File: src/rtl/mc_control_if.sv
// Control bundle between the multicycle controller and the MIPS datapath.
// The controller side (master) samples IR fields and ALU status and drives
// the mux selects, write strobes and exception/debug information.
interface mc_control_if #(
  parameter int CNT_W = 16
);
  // Requests and status coming from the datapath / system
  logic             SYS_load;
  logic [5:0]       opcode;
  logic [5:0]       funct;
  logic             ALU_zero;
  logic             ALU_overflow;

  // Datapath control driven by the controller
  logic             pc_write;
  logic [1:0]       pc_src;
  logic             pc_load;
  logic             ir_write;
  logic             alu_src_a;
  logic [1:0]       alu_src_b;
  logic [3:0]       ALU_control;
  logic             reg_dst;
  logic             mem_to_reg;
  logic             REG_write_1;
  logic             DMEM_mem_read;
  logic             DMEM_mem_write;
  logic             epc_write;

  // Exception, progress and debug information
  logic [7:0]       exc_vector;
  logic [1:0]       cause;
  logic             instr_done;
  logic [CNT_W-1:0] instr_count;
  logic [3:0]       state;

  modport master (
    input  SYS_load, opcode, funct, ALU_zero, ALU_overflow,
    output pc_write, pc_src, pc_load, ir_write, alu_src_a, alu_src_b,
           ALU_control, reg_dst, mem_to_reg, REG_write_1, DMEM_mem_read,
           DMEM_mem_write, epc_write, exc_vector, cause, instr_done,
           instr_count, state
  );

  modport slave (
    output SYS_load, opcode, funct, ALU_zero, ALU_overflow,
    input  pc_write, pc_src, pc_load, ir_write, alu_src_a, alu_src_b,
           ALU_control, reg_dst, mem_to_reg, REG_write_1, DMEM_mem_read,
           DMEM_mem_write, epc_write, exc_vector, cause, instr_done,
           instr_count, state
  );
endinterface

File: src/rtl/mc_control_fsm.sv
// Multicycle control FSM for the MIPS datapath.
// Sequences fetch, decode, ALU, memory and writeback states, raises
// illegal-instruction and overflow exceptions, and counts retired
// instructions. State-only outputs are registered from the next state;
// the few outputs that depend on same-cycle inputs (SYS_load in FETCH,
// ALU_zero in BRANCH, funct in EXEC_R) are qualified by registered
// state flags so they still drop to 0 the moment reset is asserted.
module mc_control_fsm #(
  parameter logic [7:0] EXC_VECTOR = 8'hF0,
  parameter int         CNT_W      = 16
) (
  input  logic         SYS_clk,
  input  logic         SYS_reset,
  mc_control_if.master bus
);

  typedef enum logic [3:0] {
    IDLE     = 4'd0,
    FETCH    = 4'd1,
    DECODE   = 4'd2,
    MEM_ADDR = 4'd3,
    MEM_RD   = 4'd4,
    MEM_WB   = 4'd5,
    MEM_WR   = 4'd6,
    EXEC_R   = 4'd7,
    R_WB     = 4'd8,
    EXEC_I   = 4'd9,
    I_WB     = 4'd10,
    BRANCH   = 4'd11,
    JUMP     = 4'd12,
    EXCEPT   = 4'd13
  } state_t;

  localparam logic [5:0] OP_R    = 6'b000000;
  localparam logic [5:0] OP_J    = 6'b000010;
  localparam logic [5:0] OP_BEQ  = 6'b000100;
  localparam logic [5:0] OP_ADDI = 6'b001000;
  localparam logic [5:0] OP_LW   = 6'b100011;
  localparam logic [5:0] OP_SW   = 6'b101011;

  localparam logic [5:0] FN_ADD = 6'b100000;
  localparam logic [5:0] FN_SUB = 6'b100010;
  localparam logic [5:0] FN_AND = 6'b100100;
  localparam logic [5:0] FN_OR  = 6'b100101;
  localparam logic [5:0] FN_SLT = 6'b101010;

  localparam logic [3:0] ALU_AND = 4'b0000;
  localparam logic [3:0] ALU_OR  = 4'b0001;
  localparam logic [3:0] ALU_ADD = 4'b0010;
  localparam logic [3:0] ALU_SUB = 4'b0110;
  localparam logic [3:0] ALU_SLT = 4'b0111;

  localparam logic [1:0] CAUSE_NONE     = 2'b00;
  localparam logic [1:0] CAUSE_ILLEGAL  = 2'b01;
  localparam logic [1:0] CAUSE_OVERFLOW = 2'b10;

  state_t           state_reg, state_next;
  logic [1:0]       cause_reg, cause_next;
  logic [CNT_W-1:0] instr_count_reg;

  // Registered state flags and Moore outputs
  logic       fetch_reg;
  logic       branch_reg;
  logic       exec_r_reg;
  logic       pc_write_reg;
  logic [1:0] pc_src_reg;
  logic       alu_src_a_reg;
  logic [1:0] alu_src_b_reg;
  logic [3:0] alu_control_reg;
  logic       reg_dst_reg;
  logic       mem_to_reg_reg;
  logic       reg_write_reg;
  logic       mem_read_reg;
  logic       mem_write_reg;
  logic       epc_write_reg;
  logic       instr_done_reg;

  // R-type function decode
  logic [3:0] alu_r_ctrl;
  logic       funct_legal;
  logic       funct_arith;

  // Translate funct into an ALU operation and flag ops that can overflow
  always_comb begin
    alu_r_ctrl  = ALU_ADD;
    funct_legal = 1'b1;
    funct_arith = 1'b0;
    case (bus.funct)
      FN_ADD:  begin alu_r_ctrl = ALU_ADD; funct_arith = 1'b1; end
      FN_SUB:  begin alu_r_ctrl = ALU_SUB; funct_arith = 1'b1; end
      FN_AND:  alu_r_ctrl = ALU_AND;
      FN_OR:   alu_r_ctrl = ALU_OR;
      FN_SLT:  alu_r_ctrl = ALU_SLT;
      default: funct_legal = 1'b0;
    endcase
  end

  // Next-state and exception-cause selection
  always_comb begin
    state_next = state_reg;
    cause_next = cause_reg;
    case (state_reg)
      IDLE:   state_next = FETCH;
      // A pending PC load holds us in FETCH; no instruction is fetched
      FETCH:  if (!bus.SYS_load) state_next = DECODE;
      DECODE: begin
        case (bus.opcode)
          OP_LW, OP_SW: state_next = MEM_ADDR;
          OP_R:         state_next = EXEC_R;
          OP_ADDI:      state_next = EXEC_I;
          OP_BEQ:       state_next = BRANCH;
          OP_J:         state_next = JUMP;
          default: begin
            state_next = EXCEPT;
            cause_next = CAUSE_ILLEGAL;
          end
        endcase
      end
      MEM_ADDR: state_next = (bus.opcode == OP_SW) ? MEM_WR : MEM_RD;
      MEM_RD:   state_next = MEM_WB;
      EXEC_R: begin
        if (!funct_legal) begin
          state_next = EXCEPT;
          cause_next = CAUSE_ILLEGAL;
        end else if (funct_arith && bus.ALU_overflow) begin
          state_next = EXCEPT;
          cause_next = CAUSE_OVERFLOW;
        end else begin
          state_next = R_WB;
        end
      end
      EXEC_I: begin
        if (bus.ALU_overflow) begin
          state_next = EXCEPT;
          cause_next = CAUSE_OVERFLOW;
        end else begin
          state_next = I_WB;
        end
      end
      MEM_WB, MEM_WR, R_WB, I_WB, BRANCH, JUMP, EXCEPT: state_next = FETCH;
      default: state_next = IDLE;
    endcase
  end

  // State register, cause, retired counter and Moore outputs for the next state
  always_ff @(posedge SYS_clk or posedge SYS_reset) begin
    if (SYS_reset) begin
      state_reg       <= IDLE;
      cause_reg       <= CAUSE_NONE;
      instr_count_reg <= '0;
      fetch_reg       <= 1'b0;
      branch_reg      <= 1'b0;
      exec_r_reg      <= 1'b0;
      pc_write_reg    <= 1'b0;
      pc_src_reg      <= 2'b00;
      alu_src_a_reg   <= 1'b0;
      alu_src_b_reg   <= 2'b00;
      alu_control_reg <= ALU_ADD;
      reg_dst_reg     <= 1'b0;
      mem_to_reg_reg  <= 1'b0;
      reg_write_reg   <= 1'b0;
      mem_read_reg    <= 1'b0;
      mem_write_reg   <= 1'b0;
      epc_write_reg   <= 1'b0;
      instr_done_reg  <= 1'b0;
    end else begin
      state_reg <= state_next;
      cause_reg <= cause_next;
      // The counter advances on the edge that leaves a retiring state
      if (instr_done_reg) instr_count_reg <= instr_count_reg + 1'b1;

      fetch_reg       <= 1'b0;
      branch_reg      <= 1'b0;
      exec_r_reg      <= 1'b0;
      pc_write_reg    <= 1'b0;
      pc_src_reg      <= 2'b00;
      alu_src_a_reg   <= 1'b0;
      alu_src_b_reg   <= 2'b00;
      alu_control_reg <= ALU_ADD;
      reg_dst_reg     <= 1'b0;
      mem_to_reg_reg  <= 1'b0;
      reg_write_reg   <= 1'b0;
      mem_read_reg    <= 1'b0;
      mem_write_reg   <= 1'b0;
      epc_write_reg   <= 1'b0;
      instr_done_reg  <= 1'b0;

      case (state_next)
        FETCH: begin
          fetch_reg     <= 1'b1;
          alu_src_b_reg <= 2'b01;
        end
        DECODE: alu_src_b_reg <= 2'b11;
        MEM_ADDR: begin
          alu_src_a_reg <= 1'b1;
          alu_src_b_reg <= 2'b10;
        end
        MEM_RD: mem_read_reg <= 1'b1;
        MEM_WB: begin
          reg_write_reg  <= 1'b1;
          mem_to_reg_reg <= 1'b1;
          instr_done_reg <= 1'b1;
        end
        MEM_WR: begin
          mem_write_reg  <= 1'b1;
          instr_done_reg <= 1'b1;
        end
        EXEC_R: begin
          exec_r_reg    <= 1'b1;
          alu_src_a_reg <= 1'b1;
        end
        R_WB: begin
          reg_write_reg  <= 1'b1;
          reg_dst_reg    <= 1'b1;
          instr_done_reg <= 1'b1;
        end
        EXEC_I: begin
          alu_src_a_reg <= 1'b1;
          alu_src_b_reg <= 2'b10;
        end
        I_WB: begin
          reg_write_reg  <= 1'b1;
          instr_done_reg <= 1'b1;
        end
        BRANCH: begin
          branch_reg      <= 1'b1;
          alu_src_a_reg   <= 1'b1;
          alu_control_reg <= ALU_SUB;
          pc_src_reg      <= 2'b01;
          instr_done_reg  <= 1'b1;
        end
        JUMP: begin
          pc_src_reg     <= 2'b10;
          pc_write_reg   <= 1'b1;
          instr_done_reg <= 1'b1;
        end
        EXCEPT: begin
          epc_write_reg <= 1'b1;
          pc_src_reg    <= 2'b11;
          pc_write_reg  <= 1'b1;
        end
        default: ;
      endcase
    end
  end

  // Input-qualified strobes: fetch vs PC load, and the conditional branch write
  assign bus.pc_load  = fetch_reg & bus.SYS_load;
  assign bus.ir_write = fetch_reg & ~bus.SYS_load;
  assign bus.pc_write = (fetch_reg & ~bus.SYS_load) | pc_write_reg |
                        (branch_reg & bus.ALU_zero);
  assign bus.ALU_control = exec_r_reg ? alu_r_ctrl : alu_control_reg;

  assign bus.pc_src         = pc_src_reg;
  assign bus.alu_src_a      = alu_src_a_reg;
  assign bus.alu_src_b      = alu_src_b_reg;
  assign bus.reg_dst        = reg_dst_reg;
  assign bus.mem_to_reg     = mem_to_reg_reg;
  assign bus.REG_write_1    = reg_write_reg;
  assign bus.DMEM_mem_read  = mem_read_reg;
  assign bus.DMEM_mem_write = mem_write_reg;
  assign bus.epc_write      = epc_write_reg;
  assign bus.exc_vector     = EXC_VECTOR;
  assign bus.cause          = cause_reg;
  assign bus.instr_done     = instr_done_reg;
  assign bus.instr_count    = instr_count_reg;
  assign bus.state          = state_reg;

endmodule

File: src/flat_wrapper.sv
// flat-port wrapper written by rule: the top's interface ports become plain ports
module mc_control_fsm_flat 
#(
  parameter logic [7:0] EXC_VECTOR = 8'hF0,
  parameter int         CNT_W      = 16
)
  (SYS_clk, SYS_reset, bus_SYS_load, bus_opcode, bus_funct, bus_ALU_zero, bus_ALU_overflow, bus_pc_write, bus_pc_src, bus_pc_load, bus_ir_write, bus_alu_src_a, bus_alu_src_b, bus_ALU_control, bus_reg_dst, bus_mem_to_reg, bus_REG_write_1, bus_DMEM_mem_read, bus_DMEM_mem_write, bus_epc_write, bus_exc_vector, bus_cause, bus_instr_done, bus_instr_count, bus_state);
  mc_control_if #(.CNT_W(CNT_W)) bus_i ();
  input  logic SYS_clk;
  input  logic SYS_reset;
  input wire logic [$bits(bus_i.SYS_load)-1:0] bus_SYS_load;
  input wire logic [$bits(bus_i.opcode)-1:0] bus_opcode;
  input wire logic [$bits(bus_i.funct)-1:0] bus_funct;
  input wire logic [$bits(bus_i.ALU_zero)-1:0] bus_ALU_zero;
  input wire logic [$bits(bus_i.ALU_overflow)-1:0] bus_ALU_overflow;
  output wire logic [$bits(bus_i.pc_write)-1:0] bus_pc_write;
  output wire logic [$bits(bus_i.pc_src)-1:0] bus_pc_src;
  output wire logic [$bits(bus_i.pc_load)-1:0] bus_pc_load;
  output wire logic [$bits(bus_i.ir_write)-1:0] bus_ir_write;
  output wire logic [$bits(bus_i.alu_src_a)-1:0] bus_alu_src_a;
  output wire logic [$bits(bus_i.alu_src_b)-1:0] bus_alu_src_b;
  output wire logic [$bits(bus_i.ALU_control)-1:0] bus_ALU_control;
  output wire logic [$bits(bus_i.reg_dst)-1:0] bus_reg_dst;
  output wire logic [$bits(bus_i.mem_to_reg)-1:0] bus_mem_to_reg;
  output wire logic [$bits(bus_i.REG_write_1)-1:0] bus_REG_write_1;
  output wire logic [$bits(bus_i.DMEM_mem_read)-1:0] bus_DMEM_mem_read;
  output wire logic [$bits(bus_i.DMEM_mem_write)-1:0] bus_DMEM_mem_write;
  output wire logic [$bits(bus_i.epc_write)-1:0] bus_epc_write;
  output wire logic [$bits(bus_i.exc_vector)-1:0] bus_exc_vector;
  output wire logic [$bits(bus_i.cause)-1:0] bus_cause;
  output wire logic [$bits(bus_i.instr_done)-1:0] bus_instr_done;
  output wire logic [$bits(bus_i.instr_count)-1:0] bus_instr_count;
  output wire logic [$bits(bus_i.state)-1:0] bus_state;
  assign bus_i.SYS_load = bus_SYS_load;
  assign bus_i.opcode = bus_opcode;
  assign bus_i.funct = bus_funct;
  assign bus_i.ALU_zero = bus_ALU_zero;
  assign bus_i.ALU_overflow = bus_ALU_overflow;
  assign bus_pc_write = bus_i.pc_write;
  assign bus_pc_src = bus_i.pc_src;
  assign bus_pc_load = bus_i.pc_load;
  assign bus_ir_write = bus_i.ir_write;
  assign bus_alu_src_a = bus_i.alu_src_a;
  assign bus_alu_src_b = bus_i.alu_src_b;
  assign bus_ALU_control = bus_i.ALU_control;
  assign bus_reg_dst = bus_i.reg_dst;
  assign bus_mem_to_reg = bus_i.mem_to_reg;
  assign bus_REG_write_1 = bus_i.REG_write_1;
  assign bus_DMEM_mem_read = bus_i.DMEM_mem_read;
  assign bus_DMEM_mem_write = bus_i.DMEM_mem_write;
  assign bus_epc_write = bus_i.epc_write;
  assign bus_exc_vector = bus_i.exc_vector;
  assign bus_cause = bus_i.cause;
  assign bus_instr_done = bus_i.instr_done;
  assign bus_instr_count = bus_i.instr_count;
  assign bus_state = bus_i.state;
  mc_control_fsm #(.EXC_VECTOR(EXC_VECTOR), .CNT_W(CNT_W)) u_core (.SYS_clk(SYS_clk), .SYS_reset(SYS_reset), .bus(bus_i));
endmodule
File: config.mk
export PLATFORM = sky130hd
export DESIGN_NAME = mc_control_fsm_flat
export DESIGN_NICKNAME = d
export VERILOG_FILES = /design/src/rtl/mc_control_if.sv /design/src/rtl/mc_control_fsm.sv /design/src/flat_wrapper.sv
export SDC_FILE = /design/constraint.sdc
export NUM_CORES = 1
export LEC_CHECK = 0
export ABC_AREA = 1
export CORE_MARGIN = 4
export CORE_UTILIZATION = 27
export DETAILED_ROUTE_END_ITERATION = 10
export PLACE_DENSITY = 0.51
export RECOVER_POWER = 100
export SYNTH_ARGS = -nofsm -noshare
export SYNTH_HDL_FRONTEND = slang
export SYNTH_SLANG_ARGS = --single-unit
File: constraint.sdc
create_clock -name SYS_clk -period 2.2 [get_ports SYS_clk]
set_clock_uncertainty 0.1 [all_clocks]
set_input_delay 0.22 -clock SYS_clk [delete_from_list [all_inputs] [get_ports SYS_clk]]
set_output_delay 0.22 -clock SYS_clk [all_outputs]
set_load 0.05 [all_outputs]
==> results.tsv, run 1 <==
stage	metric	value	unit
status	outcome	completed	
yosys	Gate Count Post-Synth	259	
detailed_routing	Initial DRT Pass Iterations	4	
timing	Final period util	91.45	%
worst_setup_path	crit-path max FO	3	
finish	commonest cells after routing, fill and taps aside	nand2_1 (60), inv_1 (45), dfrtp_1 (38)	
clocking	post-CTS setup repair buffer count	0	
grt	first-pass GRT wire length	7907	um
timing	FMAX	497.0	MHz
finish	Area Growth Syn to Fin	32.16	%
timing	Final Critical Period	2.012	ns
place	I/O Buffers	56	
detailed_routing	vias	1766	
worst_setup_path	worst r2r src	u_core.bus.instr_done$_DFF_PP0_	
min_path	hold endpoint	u_core.bus.cause[1]$_DFFE_PP0P_	
yosys	Synth cell types	32	
timing	Relative slew margins	36.86	%
floorplan	die width	96.71	um
worst_setup_path	R2R cell count	6	
worst_setup_path	Crit. End Element	primary output	
yosys	Synth Register Bits	38	
yosys	Post-Syn Area per Cell	8.203	sq um
clocking	hold buffers post-CTS	0	
job	# Max-Cap Violations	0	
floorplan	die height	96.71	um
clocking	Num CTS Buffers	5	
detailed_routing	DRC viols	0	
clocking	clk slew on worst S/H paths	0.07	ns
detailed_routing	drt total wl	4766	um
detailed_routing	ANT nets after route	0	
yosys	top cells by area, synth	dfrtp_1 (45%), nand2_1 (10%), inv_1 (7.8%)	
worst_setup_path	CP Launch Type	input pin	
finish	NumNets Final	339	
clocking	CTS sink count	38	
grt	Total GRT Usage	10.37	%
finish	layout cells sized above 1	8.075	%
clocking	CTS tree	yes	
finish	n_diodes	0	
min_path	HP Class	register to register	
min_path	hold path cells	2	
clocking	clock tree buffer depth	2	
power_and_ir_drop	pwr dens	1134	mW/mm^2
clocking	H-tree Lvls	2	
power_and_ir_drop	leakage	1.597	nW
clocking	Clock Latency Late Sink	0.28	ns
worst_setup_path	CP max stage delay	0.57	ns
power_and_ir_drop	Max VDD drop	0.0003594	V
worst_setup_path	critical path type	input pin to primary output	
worst_setup_path	Worst path slowest cell	dlygate4sd3_1	
timing	final hold violation count	0	
floorplan	# rows	32	
timing	setup TNS	0	ns
floorplan	Die Area	0.009352	sq mm
worst_setup_path	worst path cell trace	dlygate4sd3_1 > nor2_1 > inv_1 > o41ai_1 > buf_12	
grt	initial antenna violation count	0	
power_and_ir_drop	Power Total	3.185	mW
detailed_routing	DRT iter0 DRCs	27	
finish	Fill cells	827	
detailed_routing	routed vias/inst	4.165	
worst_setup_path	R2R Path End	u_core.bus.instr_count[13]$_DFFE_PP0P_	
detailed_routing	Routed WL per cell	11.24	um
min_path	min-delay src	u_core.bus.cause[1]$_DFFE_PP0P_	
place	HPWL Detailed	3942	um
finish	most common cell after layout, fill and taps aside	nand2_1	
grt	largest net degree at the start of global routing	39	
timing	endpoints failing setup	0	
yosys	sequential share of the synthesized area	44.76	%
floorplan	Starting Density	27.64	%
finish	Layout Utilization	36.52	%
grt	total gr overflow	0	
clocking	Root Buffer	clkbuf_8	
floorplan	IO Pins	66	
place	routability cong.	0.8202	
timing	RSZ-0062 raised after global routing	false	
worst_setup_path	WP data required	1.88	ns
yosys	post-synth top area cell	dfrtp_1	
finish	number of flip-flops in the largest register	16	
yosys	Syn. warnings	0	
yosys	top cell type's share of synthesized area	44.76	%
worst_setup_path	R2R Setup Slk	0.35	ns
yosys	Mapped Area	0.002125	sq mm
grt	number of global-route vias before repair	1747	
floorplan	CORE AREA	0.007687	sq mm
worst_setup_path	CP arrival	1.69	ns
timing	worst-margin pin slew	0.9471	ns
timing	Slew Limit Fails	0	
clocking	post-CTS sizing	0	
-- final cells by class --
| type | instances | area, sq um | area share (%) |
|---|---|---|---|
| Clock inverter | 1 | 30.03 | 1.070 |
| Timing Repair Buffer | 57 | 573.1 | 20.41 |
| Multi-Input combinational cell | 168 | 858.3 | 30.57 |
| Clock buffer | 7 | 76.32 | 2.718 |
| Sequential cell | 38 | 950.9 | 33.87 |
| Tap cell | 102 | 127.6 | 4.545 |
| Inverter | 51 | 191.4 | 6.818 |
-- per-stage QoR --
step / worst slack [ns] / hold slack, ns / std cells / area, sq um
after global routing: 0.09150 / 0.4090 / 424 / 2808
after CTS: 0.2176 / 0.2747 / 424 / 2915
after floorplan: 0.2908 / 0.2008 / 266 / 2158
final: 0.1880 / 0.3798 / 424 / 2808
after global placement: 0.2248 / 0.3734 / 416 / 2809
after detailed placement: 0.2088 / 0.3803 / 416 / 2809
-- power breakdown --
group	total (mW)	internal [mW]	switching [mW]
clock network	0.570	0.339	0.230
logic	1.64	0.449	1.19
registers	0.976	0.866	0.110
-- cell usage after synthesis, drive strengths merged --
cell type / number
a211oi: 1
a21boi: 1
a21oi: 5
buf: 9
conb: 2
dfrtp: 38
ha: 1
inv: 51
nand2: 63
nand3: 23
nand3b: 2
nand4: 5
nor2: 31
nor3: 6
nor4: 1
o21ai: 5
o41ai: 1
xnor2: 3
xor2: 11
-- worst max-delay path, delay by kind of cell --
family                 cells  cell delay (ns)
buffers and inverters      3             0.85
AO/OA/AOI/OAI              1             0.47
AND/OR/NAND/NOR            1             0.14
-- worst max path at each step --
stage	from	end	slack (ns)	cells past startpoint
floorplan	u_core.bus.instr_count[0]$_DFFE_PP0P_	u_core.bus.instr_count[12]$_DFFE_PP0P_	0.29	7
global placement	bus_opcode[1]	u_core.bus.alu_src_b[1]$_DFF_PP0_	0.22	9
detailed placement	bus_opcode[1]	u_core.bus.alu_src_b[1]$_DFF_PP0_	0.21	9
CTS	u_core.bus.state[1]$_DFF_PP0_	bus_state[1]	0.22	1
global route	bus_funct[2]	bus_ALU_control[2]	0.09	5
finish	bus_funct[2]	bus_ALU_control[2]	0.19	5
-- logic make-up after synthesis --
| kind of cell | Yosys count | share of synthesized area (%) |
|---|---|---|
| other cells | 2 | 0.3535 |
| buf+inv | 60 | 12.19 |
| fa+ha+maj | 1 | 0.5888 |
| simple gates | 131 | 31.92 |
| xor+xnor | 14 | 5.772 |
| flops | 38 | 44.76 |
| compound gates | 13 | 4.417 |
-- layer usage --
layer,track usage [%],vias up,share of wire [%]
met5,0,-,0
met4,2.916,0,1.2
met3,3.317,6,6.3
met2,17.68,45,49
met1,12.53,817,44
li1,-,898,-
Power figures use the tool's default switching activity.
==> run 2: changes to the inputs <==
--- a/config.mk
+++ b/config.mk
@@ -7,9 +7,9 @@
 export LEC_CHECK = 0
 export ABC_AREA = 1
 export CORE_MARGIN = 4
-export CORE_UTILIZATION = 27
+export CORE_UTILIZATION = 50
 export DETAILED_ROUTE_END_ITERATION = 10
-export PLACE_DENSITY = 0.51
+export PLACE_DENSITY = 0.85
 export RECOVER_POWER = 100
 export SYNTH_ARGS = -nofsm -noshare
 export SYNTH_HDL_FRONTEND = slang
==> constraint.sdc (replaced) <==
create_clock -name SYS_clk -period 2.2 [get_ports SYS_clk]
set_clock_uncertainty 0.1 [all_clocks]
set_input_delay 0.22 -clock SYS_clk [delete_from_list [all_inputs] [get_ports SYS_clk]]
set_output_delay 0.22 -clock SYS_clk [all_outputs]
set_load 0.005 [all_outputs]
==> run 2 against run 1 <==
Compared with the run above:
- first-iteration DRC count rose to 3.2 times the previous value
- count of clock-buffer cells in the layout down 1
- cell count down 12%
- non-clock buffer count unchanged
- via count up 0.91%
- flip-flop and latch count unchanged
- register-to-register slack worse by 0.07 ns
- die area down 43%
- critical path depth unchanged
- largest cell class unchanged
==> results.tsv, run 2 (same netlist as run 1, synthesis figures left out) <==
stage	metric	value	unit
clocking	CTS sink count	38	
timing	worst-margin pin slew	0.9396	ns
timing	endpoints failing setup	0	
clocking	Num CTS Buffers	5	
worst_setup_path	WP data required	1.88	ns
min_path	hold endpoint	u_core.bus.instr_count[14]$_DFFE_PP0P_	
clocking	H-tree Lvls	2	
floorplan	# rows	23	
place	HPWL Detailed	3683	um
min_path	min-delay src	u_core.bus.instr_count[14]$_DFFE_PP0P_	
finish	number of flip-flops in the largest register	16	
place	routability cong.	0.8244	
timing	final hold violation count	0	
worst_setup_path	largest delay contributor family on the critical path	buffers and inverters	
grt	number of global-route vias before repair	1743	
min_path	hold path cells	1	
timing	Final Critical Period	2.075	ns
worst_setup_path	CP arrival	1.76	ns
place	I/O Buffers	56	
detailed_routing	DRT iter0 DRCs	87	
detailed_routing	ANT nets after route	0	
timing	Slew Limit Fails	0	
worst_setup_path	worst path cell trace	clkdlybuf4s50_1 > nor2_1 > inv_1 > o41ai_1 > clkdlybuf4s50_1	
timing	setup TNS	0	ns
power_and_ir_drop	Power Total	2.532	mW
detailed_routing	DRC viols	0	
grt	Total GRT Usage	18.65	%
worst_setup_path	Crit. End Element	primary output	
finish	Final Instance Area	0.002724	sq mm
worst_setup_path	R2R cell count	6	
timing	FMAX	481.9	MHz
floorplan	CORE AREA	0.004058	sq mm
detailed_routing	vias	1782	
finish	layout cells sized above 1	8.696	%
detailed_routing	Initial DRT Pass Iterations	5	
worst_setup_path	worst r2r src	u_core.bus.instr_done$_DFF_PP0_	
timing	Final period util	94.32	%
floorplan	Starting Density	52.36	%
finish	NumNets Final	339	
finish	commonest cells after routing, fill and taps aside	nand2_1 (59), inv_1 (44), dlygate4sd3_1 (40)	
finish	area of the multi-input gates	858.3	sq um
floorplan	die height	73.19	um
clocking	post-CTS setup repair buffer count	0	
clocking	Root Buffer	clkbuf_8	
floorplan	Die Area	0.005356	sq mm
timing	RSZ-0062 raised after global routing	false	
worst_setup_path	cell mode on critical path	clkdlybuf4s50_1	
worst_setup_path	critical path type	input pin to primary output	
finish	n_diodes	0	
finish	Area Growth Syn to Fin	28.21	%
worst_setup_path	CP max stage delay	0.56	ns
grt	first-pass GRT wire length	7721	um
grt	initial antenna violation count	0	
finish	Fill cells	355	
worst_setup_path	R2R Setup Slk	0.28	ns
finish	most common cell after layout, fill and taps aside	nand2_1	
min_path	HP Class	register to register	
clocking	CTS tree	yes	
grt	total gr overflow	0	
worst_setup_path	crit-path max FO	3	
worst_setup_path	Worst path slowest cell	clkdlybuf4s50_1	
floorplan	IO Pins	66	
place	DP Area	0.002714	sq mm
power_and_ir_drop	pwr dens	929.4	mW/mm^2
status	outcome	completed	
worst_setup_path	Crit path depth	5	
clocking	clock tree buffer depth	2	
clocking	Clock Latency Late Sink	0.29	ns
clocking	clk slew on worst S/H paths	0.07	ns
worst_setup_path	R2R Path End	u_core.bus.instr_count[13]$_DFFE_PP0P_	
power_and_ir_drop	leakage	1.558	nW
power_and_ir_drop	Max VDD drop	0.0006561	V
worst_setup_path	Worst Path Buf+Inv	3	
worst_setup_path	CP Launch Type	input pin	
detailed_routing	Routed WL per cell	12.33	um
floorplan	die width	73.19	um
detailed_routing	routed vias/inst	4.790	
job	# Max-Cap Violations	0	
finish	register area	950.9	sq um
detailed_routing	drt total wl	4586	um
timing	Relative slew margins	37.36	%
grt	largest net degree at the start of global routing	39	
[run 2: timing repair]
item,in CTS,in global routing
hold buffers,0,0
gates resized for setup,0,1
setup endpoints to repair,0,1
[run 2: how the worst max path moves through the flow]
stage | start | endpoint | slack [ns]
after floorplan | u_core.bus.instr_count[0]$_DFFE_PP0P_ | u_core.bus.instr_count[12]$_DFFE_PP0P_ | 0.70
after global placement | bus_funct[0] | bus_ALU_control[2] | 0.23
after detailed placement | bus_funct[2] | bus_ALU_control[0] | 0.09
after CTS | bus_funct[2] | bus_ALU_control[0] | 0.08
after global routing | bus_funct[0] | bus_ALU_control[2] | 0.04
final | bus_funct[0] | bus_ALU_control[2] | 0.12
[run 2: cell type report]
type / count / share of cell area [%]
Clock buffer: 6 / 3.032
Clock inverter: 2 / 0.4593
Inverter: 51 / 7.028
Multi-Input combinational cell: 168 / 31.51
Sequential cell: 38 / 34.91
Tap cell: 50 / 2.297
Timing Repair Buffer: 57 / 20.76
[run 2: metal layers]
metal / GRT usage, % / share of wire (%)
met1: 23.65 / 45
met2: 31.78 / 49
met3: 3.719 / 5.5
met4: 5.943 / 1.1
met5: 0 / 0
[run 2: stage by stage]
stage | utilization [%] | hold WS, ns | setup slack [ns] | std cells
floorplan | - | 0.2008 | 0.7037 | 266
global placement | 66.88 | 0.3730 | 0.2304 | 364
global route | 67.13 | 0.3986 | 0.04189 | 372
detailed placement | 66.88 | 0.3746 | 0.08902 | 364
finish | 67.13 | 0.3844 | 0.1249 | 372
CTS | 69.23 | 0.2518 | 0.07848 | 372
[run 2: report_power, final]
group / switching [mW] / internal (mW) / total, mW
clock network: 0.247 / 0.252 / 0.499
logic: 0.591 / 0.460 / 1.05
registers: 0.117 / 0.866 / 0.983
==> run 3: changes to the inputs <==
--- a/config.mk
+++ b/config.mk
@@ -6,9 +6,11 @@
 export NUM_CORES = 1
 export LEC_CHECK = 0
 export ABC_AREA = 1
+export CAP_MARGIN = 0
 export CORE_MARGIN = 4
 export CORE_UTILIZATION = 50
 export DETAILED_ROUTE_END_ITERATION = 10
+export MAX_ROUTING_LAYER = met4
 export PLACE_DENSITY = 0.85
 export RECOVER_POWER = 100
 export SYNTH_ARGS = -nofsm -noshare
==> run 3 against run 2 <==
Compared with the run above:
- combinational power hardly changed
- sequential share of layout area stayed put
- cell area stayed put
- core utilization stayed put
- count of clock-buffer cells in the layout stayed put
- die area stayed put
- total power hardly changed
- worst hold slack hardly changed
==> results.tsv, run 3 (same netlist as run 1, synthesis figures left out) <==
stage	metric	value	unit
status	outcome	completed	
timing	Relative slew margins	37.83	%
finish	register area	950.9	sq um
detailed_routing	Initial DRT Pass Iterations	4	
clocking	CTS tree	yes	
timing	FMAX	483.7	MHz
floorplan	Die Area	0.005356	sq mm
worst_setup_path	CP Launch Point	bus_funct[0]	
power_and_ir_drop	Max VDD drop	0.0006548	V
finish	Layout Cells excl Fill	372	
worst_setup_path	cell mode on critical path	clkdlybuf4s50_1	
worst_setup_path	R2R Setup Slk	0.28	ns
floorplan	IO Pins	66	
grt	Total GRT Usage	19.29	%
place	HPWL Detailed	3683	um
floorplan	die width	73.19	um
detailed_routing	drt total wl	4573	um
grt	total gr overflow	0	
worst_setup_path	Worst path slowest cell	clkdlybuf4s50_1	
clocking	H-tree Lvls	2	
timing	final hold violation count	0	
clocking	Clock Latency Late Sink	0.28	ns
worst_setup_path	CP Launch Type	input pin	
finish	most common cell after layout, fill and taps aside	nand2_1	
worst_setup_path	Worst Path Buf+Inv	3	
place	I/O Buffers	56	
clocking	Root Buffer	clkbuf_8	
min_path	HP Class	register to register	
min_path	min-delay src	u_core.bus.instr_count[14]$_DFFE_PP0P_	
timing	RSZ-0062 raised after global routing	false	
detailed_routing	ANT nets after route	0	
worst_setup_path	worst path cell trace	clkdlybuf4s50_1 > nor2_1 > inv_1 > o41ai_1 > clkdlybuf4s50_1	
timing	endpoints failing setup	0	
place	Placed Cells	364	
timing	setup TNS	0	ns
grt	initial antenna violation count	0	
place	routability cong.	0.8368	
worst_setup_path	largest delay contributor family on the critical path	buffers and inverters	
detailed_routing	routed vias/inst	4.772	
grt	first-pass GRT wire length	7734	um
timing	Final period util	93.98	%
worst_setup_path	worst r2r src	u_core.bus.instr_done$_DFF_PP0_	
timing	Slew Limit Fails	0	
floorplan	Starting Density	52.36	%
worst_setup_path	Crit path depth	5	
worst_setup_path	R2R cell count	6	
finish	NumNets Final	339	
worst_setup_path	WP data required	1.88	ns
worst_setup_path	Worst Setup EP	bus_ALU_control[2]	
worst_setup_path	CP arrival	1.75	ns
clocking	clk slew on worst S/H paths	0.07	ns
power_and_ir_drop	pwr dens	928.7	mW/mm^2
floorplan	CORE AREA	0.004058	sq mm
finish	n_diodes	0	
grt	largest net degree at the start of global routing	39	
worst_setup_path	crit-path max FO	3	
finish	Fill cells	355	
timing	Final Critical Period	2.068	ns
detailed_routing	vias	1775	
clocking	CTS sink count	38	
detailed_routing	DRC viols	0	
detailed_routing	DRT iter0 DRCs	100	
floorplan	die height	73.19	um
clocking	Num CTS Buffers	5	
finish	area of the multi-input gates	858.3	sq um
clocking	clock tree buffer depth	2	
job	# Max-Cap Violations	0	
worst_setup_path	R2R Path End	u_core.bus.instr_count[13]$_DFFE_PP0P_	
finish	commonest cells after routing, fill and taps aside	nand2_1 (59), inv_1 (44), dlygate4sd3_1 (40)	
timing	worst-margin pin slew	0.9325	ns
worst_setup_path	CP max stage delay	0.56	ns
finish	Area Growth Syn to Fin	28.21	%
finish	layout cells sized above 1	8.696	%
worst_setup_path	critical path type	input pin to primary output	
grt	number of global-route vias before repair	1741	
floorplan	# rows	23	
finish	number of flip-flops in the largest register	16	
detailed_routing	Routed WL per cell	12.29	um
worst_setup_path	Crit. End Element	primary output	
power_and_ir_drop	leakage	1.558	nW
==> run 3: how the worst min path moves through the flow <==
stage	cells past startpoint	slack, ns	to
after global routing	1	0.40	u_core.bus.instr_count[14]$_DFFE_PP0P_
after global placement	2	0.37	u_core.bus.cause[1]$_DFFE_PP0P_
after detailed placement	2	0.37	u_core.bus.cause[1]$_DFFE_PP0P_
after floorplan	1	0.20	u_core.bus.reg_dst$_DFF_PP0_
after CTS	3	0.25	u_core.bus.instr_count[4]$_DFFE_PP0P_
final	1	0.38	u_core.bus.instr_count[14]$_DFFE_PP0P_
==> run 3: through the flow <==
| stage | power (mW) | instance area [sq um] | utilization, % | hold slack, ns | setup WS, ns |
|---|---|---|---|---|---|
| after detailed placement | 2.194 | 2714 | 66.88 | 0.3746 | 0.08902 |
| final | 2.530 | 2724 | 67.13 | 0.3845 | 0.1324 |
| after CTS | 2.695 | 2809 | 69.23 | 0.2518 | 0.07848 |
| after global placement | 2.154 | 2714 | 66.88 | 0.3730 | 0.2304 |
| after global routing | 2.727 | 2724 | 67.13 | 0.3986 | 0.04189 |
| after floorplan | 1.677 | 2151 | - | 0.2008 | 0.7037 |
==> run 3: worst reg2reg max path: cells and delay by family, from the launching register on <==
kind                      cells  cell delay (ns)
and+or+nand+nor               5             1.09
DFF                           1             0.45
xor gates and xnor gates      1             0.16
==> run 3: metal layers <==
metal  up-vias  global-route usage (%)  routed length [um]
li1        896                       -                   -
met1       818                   23.74                2050
met2        59                   31.78                2231
met3         2                   4.821                 259
met4         0                   4.713                  31
met5         -                       -                   0
==> run 3: what timing repair did <==
action                     4_1_cts  5_1_grt
setup endpoints to repair        0        1
gates resized for setup          0        1
buffers inserted                 0        0
hold buffers                     0        0
hold endpoints to repair         0        0
==> run 3: where the power goes <==
part | switching (mW) | leakage, nW | internal (mW) | total [mW]
registers | 0.117 | 0.508 | 0.866 | 0.983
clock network | 0.246 | 0.0472 | 0.252 | 0.498
logic | 0.590 | 1.00 | 0.459 | 1.05
==> run 3: area by class of cell <==
class                   count  share of cell area [%]
flip-flops and latches     38                   34.91
well taps                  50                   2.297
clock inverters             2                  0.4593
inverters                  51                   7.028
repair buffers             57                   20.76
multi-input cells         168                   31.51
clock buffers               6                   3.032
